<file path="src/rtl/fp_adder_pkg.sv">
// Shared types and constants for the single-precision adder: FSM states,
// exponent limits and the internal mantissa widths.
package fp_adder_pkg;

    typedef enum logic [3:0] {
        GET_A,
        GET_B,
        UNPACK,
        SPECIAL,
        ALIGN,
        ADD_0,
        ADD_1,
        NORM_1,
        NORM_2,
        ROUND,
        PACK,
        PUT_Z
    } state_t;

    localparam int MANT_W = 24;
    localparam int EXT_W  = 27;
    localparam int EXP_W  = 10;

    localparam logic signed [EXP_W-1:0] BIAS = 10'sd127;
    localparam logic signed [EXP_W-1:0] EMIN = -10'sd126;
    localparam logic [31:0]             QNAN = 32'h7FC0_0000;

endpackage

</file>
<file path="src/rtl/fp_adder.sv">
// IEEE-754 binary32 adder, round-to-nearest-even, one operation at a time
// with strobe/acknowledge handshakes on both operands and the result.
module fp_adder
    import fp_adder_pkg::*;
(
    input  logic        clk,
    input  logic        rst,
    input  logic [31:0] input_a,
    input  logic        input_a_stb,
    output logic        input_a_ack,
    input  logic [31:0] input_b,
    input  logic        input_b_stb,
    output logic        input_b_ack,
    output logic [31:0] output_z,
    output logic        output_z_stb,
    input  logic        output_z_ack
);

    state_t state, state_next;

    logic [31:0]                a, b;
    logic                       a_s, b_s, z_s;
    logic signed [EXP_W-1:0]    a_e, b_e, z_e;
    logic [EXT_W-1:0]           a_m, b_m;
    logic [EXT_W:0]             sum;
    logic [MANT_W-1:0]          z_m;
    logic                       guard, round_bit, sticky;
    logic [4:0]                 align_cnt;

    logic                       a_ack_next, b_ack_next, z_stb_next, z_load;
    logic [31:0]                z_value, special_z, packed_z;
    logic                       is_special;
    logic                       a_nan, b_nan, a_inf, b_inf, a_zero, b_zero;
    logic signed [EXP_W-1:0]    z_bexp;

    function automatic logic [EXT_W-1:0] shr_sticky(input logic [EXT_W-1:0] m);
        return {1'b0, m[EXT_W-1:2], m[1] | m[0]};
    endfunction

    function automatic logic round_up(input logic g, input logic r, input logic s, input logic lsb);
        return g && (r || s || lsb);
    endfunction

    assign a_nan  = (a[30:23] == 8'hFF) && (a[22:0] != 23'd0);
    assign b_nan  = (b[30:23] == 8'hFF) && (b[22:0] != 23'd0);
    assign a_inf  = (a[30:23] == 8'hFF) && (a[22:0] == 23'd0);
    assign b_inf  = (b[30:23] == 8'hFF) && (b[22:0] == 23'd0);
    assign a_zero = (a[30:0] == 31'd0);
    assign b_zero = (b[30:0] == 31'd0);

    always_comb begin
        is_special = 1'b1;
        special_z  = QNAN;
        if (a_nan || b_nan)
            special_z = QNAN;
        else if (a_inf && b_inf && (a[31] != b[31]))
            special_z = QNAN;
        else if (a_inf)
            special_z = a;
        else if (b_inf)
            special_z = b;
        else if (a_zero && b_zero)
            special_z = {a[31] & b[31], 31'd0};
        else if (a_zero)
            special_z = b;
        else if (b_zero)
            special_z = a;
        else
            is_special = 1'b0;
    end

    // A zero mantissa after normalisation only arises from exact cancellation.
    assign z_bexp = z_e + BIAS;

    always_comb begin
        if (z_m == '0)
            packed_z = 32'd0;
        else if (z_bexp >= 10'sd255)
            packed_z = {z_s, 8'hFF, 23'd0};
        else if ((z_e == EMIN) && !z_m[MANT_W-1])
            packed_z = {z_s, 8'h00, z_m[22:0]};
        else
            packed_z = {z_s, z_bexp[7:0], z_m[22:0]};
    end

    always_comb begin
        state_next = state;
        a_ack_next = 1'b0;
        b_ack_next = 1'b0;
        z_stb_next = 1'b0;
        z_load     = 1'b0;
        z_value    = packed_z;
        case (state)
            GET_A: begin
                a_ack_next = 1'b1;
                if (input_a_ack && input_a_stb) begin
                    a_ack_next = 1'b0;
                    state_next = GET_B;
                end
            end
            GET_B: begin
                b_ack_next = 1'b1;
                if (input_b_ack && input_b_stb) begin
                    b_ack_next = 1'b0;
                    state_next = UNPACK;
                end
            end
            UNPACK:  state_next = SPECIAL;
            SPECIAL: begin
                if (is_special) begin
                    z_load     = 1'b1;
                    z_value    = special_z;
                    state_next = PUT_Z;
                end else begin
                    state_next = ALIGN;
                end
            end
            ALIGN:   state_next = (a_e == b_e) ? ADD_0 : ALIGN;
            ADD_0:   state_next = ADD_1;
            ADD_1:   state_next = NORM_1;
            NORM_1: begin
                if ({z_m, guard, round_bit, sticky} == '0)
                    state_next = ROUND;
                else if (!z_m[MANT_W-1] && (z_e > EMIN))
                    state_next = NORM_1;
                else
                    state_next = NORM_2;
            end
            NORM_2:  state_next = (z_e < EMIN) ? NORM_2 : ROUND;
            ROUND:   state_next = PACK;
            PACK: begin
                z_load     = 1'b1;
                state_next = PUT_Z;
            end
            PUT_Z: begin
                z_stb_next = 1'b1;
                if (output_z_stb && output_z_ack) begin
                    z_stb_next = 1'b0;
                    state_next = GET_A;
                end
            end
            default: state_next = GET_A;
        endcase
    end

    always_ff @(posedge clk) begin
        if (rst) begin
            state        <= GET_A;
            input_a_ack  <= 1'b0;
            input_b_ack  <= 1'b0;
            output_z_stb <= 1'b0;
            output_z     <= 32'd0;
        end else begin
            state        <= state_next;
            input_a_ack  <= a_ack_next;
            input_b_ack  <= b_ack_next;
            output_z_stb <= z_stb_next;
            if (z_load)
                output_z <= z_value;
        end
    end

    // Datapath registers carry no reset; every field is rewritten before use.
    always_ff @(posedge clk) begin
        case (state)
            GET_A: if (input_a_ack && input_a_stb) a <= input_a;
            GET_B: if (input_b_ack && input_b_stb) b <= input_b;
            UNPACK: begin
                a_s       <= a[31];
                b_s       <= b[31];
                a_e       <= (a[30:23] == 8'd0) ? EMIN : $signed({2'b00, a[30:23]}) - BIAS;
                b_e       <= (b[30:23] == 8'd0) ? EMIN : $signed({2'b00, b[30:23]}) - BIAS;
                a_m       <= {(a[30:23] != 8'd0), a[22:0], 3'b000};
                b_m       <= {(b[30:23] != 8'd0), b[22:0], 3'b000};
                align_cnt <= 5'd0;
            end
            ALIGN: begin
                // After EXT_W-1 shifts the remaining bits can only feed sticky.
                if (a_e > b_e) begin
                    if (align_cnt == 5'(EXT_W - 1)) begin
                        b_e <= a_e;
                        b_m <= {{(EXT_W-1){1'b0}}, |b_m};
                    end else begin
                        b_e <= b_e + 10'sd1;
                        b_m <= shr_sticky(b_m);
                    end
                    align_cnt <= align_cnt + 5'd1;
                end else if (b_e > a_e) begin
                    if (align_cnt == 5'(EXT_W - 1)) begin
                        a_e <= b_e;
                        a_m <= {{(EXT_W-1){1'b0}}, |a_m};
                    end else begin
                        a_e <= a_e + 10'sd1;
                        a_m <= shr_sticky(a_m);
                    end
                    align_cnt <= align_cnt + 5'd1;
                end
            end
            ADD_0: begin
                z_e <= a_e;
                if (a_s == b_s) begin
                    sum <= {1'b0, a_m} + {1'b0, b_m};
                    z_s <= a_s;
                end else if (a_m >= b_m) begin
                    sum <= {1'b0, a_m} - {1'b0, b_m};
                    z_s <= a_s;
                end else begin
                    sum <= {1'b0, b_m} - {1'b0, a_m};
                    z_s <= b_s;
                end
            end
            ADD_1: begin
                if (sum[EXT_W]) begin
                    z_m       <= sum[EXT_W:4];
                    guard     <= sum[3];
                    round_bit <= sum[2];
                    sticky    <= sum[1] | sum[0];
                    z_e       <= z_e + 10'sd1;
                end else begin
                    z_m       <= sum[EXT_W-1:3];
                    guard     <= sum[2];
                    round_bit <= sum[1];
                    sticky    <= sum[0];
                end
            end
            NORM_1: begin
                if (!z_m[MANT_W-1] && (z_e > EMIN)) begin
                    z_e       <= z_e - 10'sd1;
                    z_m       <= {z_m[MANT_W-2:0], guard};
                    guard     <= round_bit;
                    round_bit <= 1'b0;
                end
            end
            NORM_2: begin
                if (z_e < EMIN) begin
                    z_e       <= z_e + 10'sd1;
                    z_m       <= {1'b0, z_m[MANT_W-1:1]};
                    guard     <= z_m[0];
                    round_bit <= guard;
                    sticky    <= sticky | round_bit;
                end
            end
            ROUND: begin
                if (round_up(guard, round_bit, sticky, z_m[0])) begin
                    if (&z_m) begin
                        z_m <= {1'b1, {(MANT_W-1){1'b0}}};
                        z_e <= z_e + 10'sd1;
                    end else begin
                        z_m <= z_m + 24'd1;
                    end
                end
            end
            default: ;
        endcase
    end

endmodule

</file>
<file path="config.mk">
export PLATFORM = sky130hd
export DESIGN_NAME = fp_adder
export DESIGN_NICKNAME = d
export VERILOG_FILES = /design/src/rtl/fp_adder_pkg.sv /design/src/rtl/fp_adder.sv
export SDC_FILE = /design/constraint.sdc
export NUM_CORES = 1
export LEC_CHECK = 0
export BUFFER_PORTS_ARGS = -buffer_cell sky130_fd_sc_hd__buf_2
export CORE_ASPECT_RATIO = 0.9
export CORE_MARGIN = 2
export CORE_UTILIZATION = 36
export CTS_BUF_LIST = sky130_fd_sc_hd__clkbuf_4 sky130_fd_sc_hd__clkbuf_8
export DETAILED_ROUTE_END_ITERATION = 7
export PLACE_DENSITY = 0.51
export RECOVER_POWER = 100
export SETUP_SLACK_MARGIN = 0.1
export SYNTH_ARGS = -nofsm -noshare
export SYNTH_HDL_FRONTEND = slang
export SYNTH_SLANG_ARGS = --single-unit
</file>
<file path="constraint.sdc">
create_clock -name clk -period 6.6 [get_ports clk]
set_input_delay 0.33 -clock clk [delete_from_list [all_inputs] [get_ports clk]]
set_output_delay 0.33 -clock clk [all_outputs]
set_load 0.03 [all_outputs]
</file>
==> load_flow_metrics.sql <==
INSERT INTO impl_metrics (metric_group, metric, value, unit) VALUES
('logic_synthesis', 'yosysTopAreaCellShare', '0.364', ''),
('logic_synthesis', 'synthesis.yosys.warnings', '0', ''),
('clocking', 'clk_root_buf', 'clkbuf_8', ''),
('layout', 'post_route_cells_drive_above_1_share', '0.0840', ''),
('logic_synthesis', 'synth-seq-area-share', '0.409', ''),
('setup_path', 'crit_path_top_delay_cell', 'clkbuf_1', ''),
('timing', 'final-hold-violation-count', '0', ''),
('layout', 'final.fill_count', '4821', ''),
('global_route', 'via_count_of_the_first_global_routing_pass', '15300', ''),
('detailed_routing', 'drcViolationCount', '0', ''),
('setup_path', 'worst-path-buf-inv', '2', ''),
('clocking', 'cts_made_buffers', '47', ''),
('pwr', 'irDropWorstVdd', '0.144', 'mV'),
('floorplanning', 'floorplan.die_area', '50100', 'µm²'),
('setup_path', 'timing.critical_path.cells', 'nand2b_1 > or3_2 > clkbuf_1 > nor2_1 > nor2_4 > clkbuf_2', ''),
('placed_design', 'finalWeightedCongestion', '0.963', ''),
('detailed_routing', 'routedWlPerCell', '23.9', 'µm'),
('pwr', 'power.share.switching', '0.325', ''),
('logic_synthesis', 'yosys_register_bits', '250', ''),
('worst_hold_path', 'hold_path.startpoint', 'output_z_ack', ''),
('run', 'maxCapViolations', '7', ''),
('detailed_routing', 'final_wl', '65.9', 'mm'),
('layout', 'syn2layout_area_growth', '14.8', '%'),
('detailed_routing', 'route.antenna.remaining_nets', '0', ''),
('logic_synthesis', 'synth_top_cell_by_area', 'edfxtp_1', ''),
('setup_path', 'max_stage_delay', '2.38', 'ns'),
('timing', 'worstMarginPinSlew', '3.42', 'ns'),
('pwr', 'switchingPower', '1.52', 'mW'),
('placed_design', 'placement.setup.worst_slack', '1.99', 'ns'),
('detailed_routing', 'drt_iter0_drc', '1715', ''),
('global_route', 'global_route.usage.total', '0.256', ''),
('setup_path', 'worstPathRequired', '6.82', 'ns'),
('placed_design', 'detailed_place_hpwl', '50.0', 'mm'),
('floorplanning', 'die-width', '236', 'µm'),
('setup_path', 'crit_path_start_kind', 'flip-flop', ''),
('layout', 'layout_common_cells', 'nand2_1 (250), edfxtp_1 (211), nor2_1 (179), o21ai_0 (134), a21oi_1 (126)', ''),
('layout', 'num_antenna_cells', '0', ''),
('logic_synthesis', 'netlist_area', '17400', 'µm²'),
('floorplanning', 'die_h', '213', 'µm'),
('logic_synthesis', 'synth_cell_types', '77', ''),
('clocking', 'worstSkewPairLatency', '0.64', 'ns'),
('setup_path', 'cp-startpoint', 'state[3]$_SDFFE_PP0P_', ''),
('status', 'status', 'finished, violations left', ''),
('floorplanning', 'core_area', '47800', 'µm²'),
('pwr', 'comb_power_share', '0.222', ''),
('pwr', 'p_leak', '7.69', 'nW'),
('floorplanning', 'boundaryPins', '104', ''),
('status', 'failed_checks', 'max-capacitance violations, max-slew violations', ''),
('timing', 'finalWorstPathRequiredPeriod', '5.44', 'ns'),
('global_route', 'global_route_wire_length_before_repair', '96.7', 'mm'),
('floorplanning', 'placementRows', '76', ''),
('detailed_routing', 'detail_route.first_pass.iterations', '6', ''),
('clocking', 'ctsResizeCount', '0', ''),
('global_route', 'global_route.overflow_total', '0', ''),
('setup_path', 'r2r-start', 'state[3]$_SDFFE_PP0P_', ''),
('logic_synthesis', 'synth_fp_nets', '2148', ''),
('logic_synthesis', 'synth_cells', '1963', ''),
('setup_path', 'category_of_the_most_critical_setup_path', 'flip-flop to flip-flop', ''),
('logic_synthesis', 'asyncSetResetFlopFracSynth', '0', ''),
('timing', 'maxSlewViolCount', '285', ''),
('clocking', 'numClockSinks', '250', ''),
('logic_synthesis', 'synth-edff-count', '211', ''),
('clocking', 'post_cts.repair.setup_buffers', '0', ''),
('timing', 'rsz0062_at_grt', 'no', ''),
('logic_synthesis', 'synth_top_flop_cell', 'edfxtp_1', ''),
('layout', 'layout.cells.most_common', 'nand2_1', ''),
('setup_path', 'critical_path_arrival', '5.65', 'ns'),
('logic_synthesis', 'postSynthAreaPerCell', '8.87', 'µm²'),
('worst_hold_path', 'hold_path_class', 'input port to flip-flop', ''),
('placed_design', 'number_of_input_and_output_port_buffers_inserted', '103', ''),
('pwr', 'power.share.clock', '0.355', '');
## metal layers
layer	track usage	vias up	share of wire
met5	0	-	0.00018
met4	0.0742	2	0.026
met3	0.0443	102	0.079
met2	0.371	739	0.41
met1	0.387	7758	0.48
li1	-	7473	-
## state kept, by name, summed over array words and instances (netlist names), 4 cells and up
register and cells:
output_z 32, a_m 27, b 32, z_e 10, b_m 27, sum 28, z_m 24, b_e 10
a 32, state 4, align_cnt 5, a_e 10
## metrics by stage
stage / total power, mW / utilization / hold slack, ns / cell area, µm² / instances
6_report: 4.67 / 0.418 / 0.0963 / 20000 / 2754
5_1_grt: 4.87 / 0.418 / 0.139 / 20000 / 2754
4_1_cts: 4.69 / 0.421 / 0.0510 / 20100 / 2754
3_5_place_dp: 2.99 / 0.386 / 0.452 / 18500 / 2604
3_3_place_gp: 2.99 / 0.386 / 0.443 / 18500 / 2604
2_1_floorplan: 2.62 / - / 0.429 / 17400 / 1963
## final cells by class
| cell class | instances | area, µm² | area share |
|---|---|---|---|
| multi-input cells | 1494 | 9450 | 0.472 |
| flip-flops and latches | 250 | 7120 | 0.356 |
| repair buffers | 185 | 1210 | 0.0603 |
| clock buffers | 69 | 856 | 0.0428 |
| well taps | 624 | 781 | 0.0390 |
| inverters | 115 | 432 | 0.0216 |
| clock inverters | 17 | 158 | 0.00788 |
## cells in the mapped netlist (11+ instances only)
| master | instances |
|---|---|
| nand3_1 | 90 |
| o21ai_0 | 133 |
| nor4_1 | 34 |
| a211oi_1 | 14 |
| a221oi_1 | 28 |
| nand2b_1 | 17 |
| o31ai_1 | 11 |
| a21o_1 | 26 |
| o22ai_1 | 20 |
| nand4_1 | 33 |
| xor2_1 | 30 |
| nor2b_1 | 14 |
| a22o_1 | 23 |
| clkbuf_1 | 84 |
| nand2_1 | 250 |
| nor2_1 | 178 |
| and3_1 | 18 |
| a22oi_1 | 11 |
| a21oi_1 | 126 |
| a31oi_1 | 19 |
| o21a_1 | 13 |
| nor3_1 | 49 |
| o21bai_1 | 17 |
| xnor2_1 | 58 |
| dfxtp_1 | 39 |
| mux2i_1 | 35 |
| inv_1 | 115 |
| ha_1 | 112 |
| o211ai_1 | 11 |
| edfxtp_1 | 211 |
## power by group through the flow
stage | Combinational [mW] | Clock [mW] | Sequential (mW)
floorplan | 0.671 | 0 | 1.95
detailed placement | 0.982 | 0 | 2.00
finish | 1.04 | 1.66 | 1.98
CTS | 1.02 | 1.70 | 1.97
global placement | 0.990 | 0 | 2.00
global route | 1.12 | 1.76 | 1.99
## worst paths after layout
| path | end | slack, ns | cells past startpoint |
|---|---|---|---|
| setup / recovery | a_m[0]$_SDFFCE_PN0P_ | 1.16 | 6 |
| hold / removal | output_z_stb$_SDFF_PP0_ | 0.1 | 4 |
| setup reg to reg | a_m[0]$_SDFFCE_PN0P_ | 1.16 | 6 |
| hold reg to reg | output_z[27]$_SDFFE_PP0P_ | 0.47 | 2 |
## worst register-to-register path: cells and delay by family, from the launching register on
kind	cells	cell delay, ns
DFF	1	0.58
buffers and inverters	2	3.09
and+or+nand+nor	4	1.32
## kinds of logic (layout without fill, tap and decap cells)
group / Yosys count / after routing / share of synthesized area
xor+xnor: 88 / 88 / 0.0443
flops: 250 / 250 / 0.409
fa+ha+maj: 116 / 116 / 0.0851
compound gates: 520 / 520 / 0.194
mux: 39 / 39 / 0.0227
buf+inv: 219 / 386 / 0.0492
simple gates: 731 / 731 / 0.196
(Power assumes the default switching activity.)
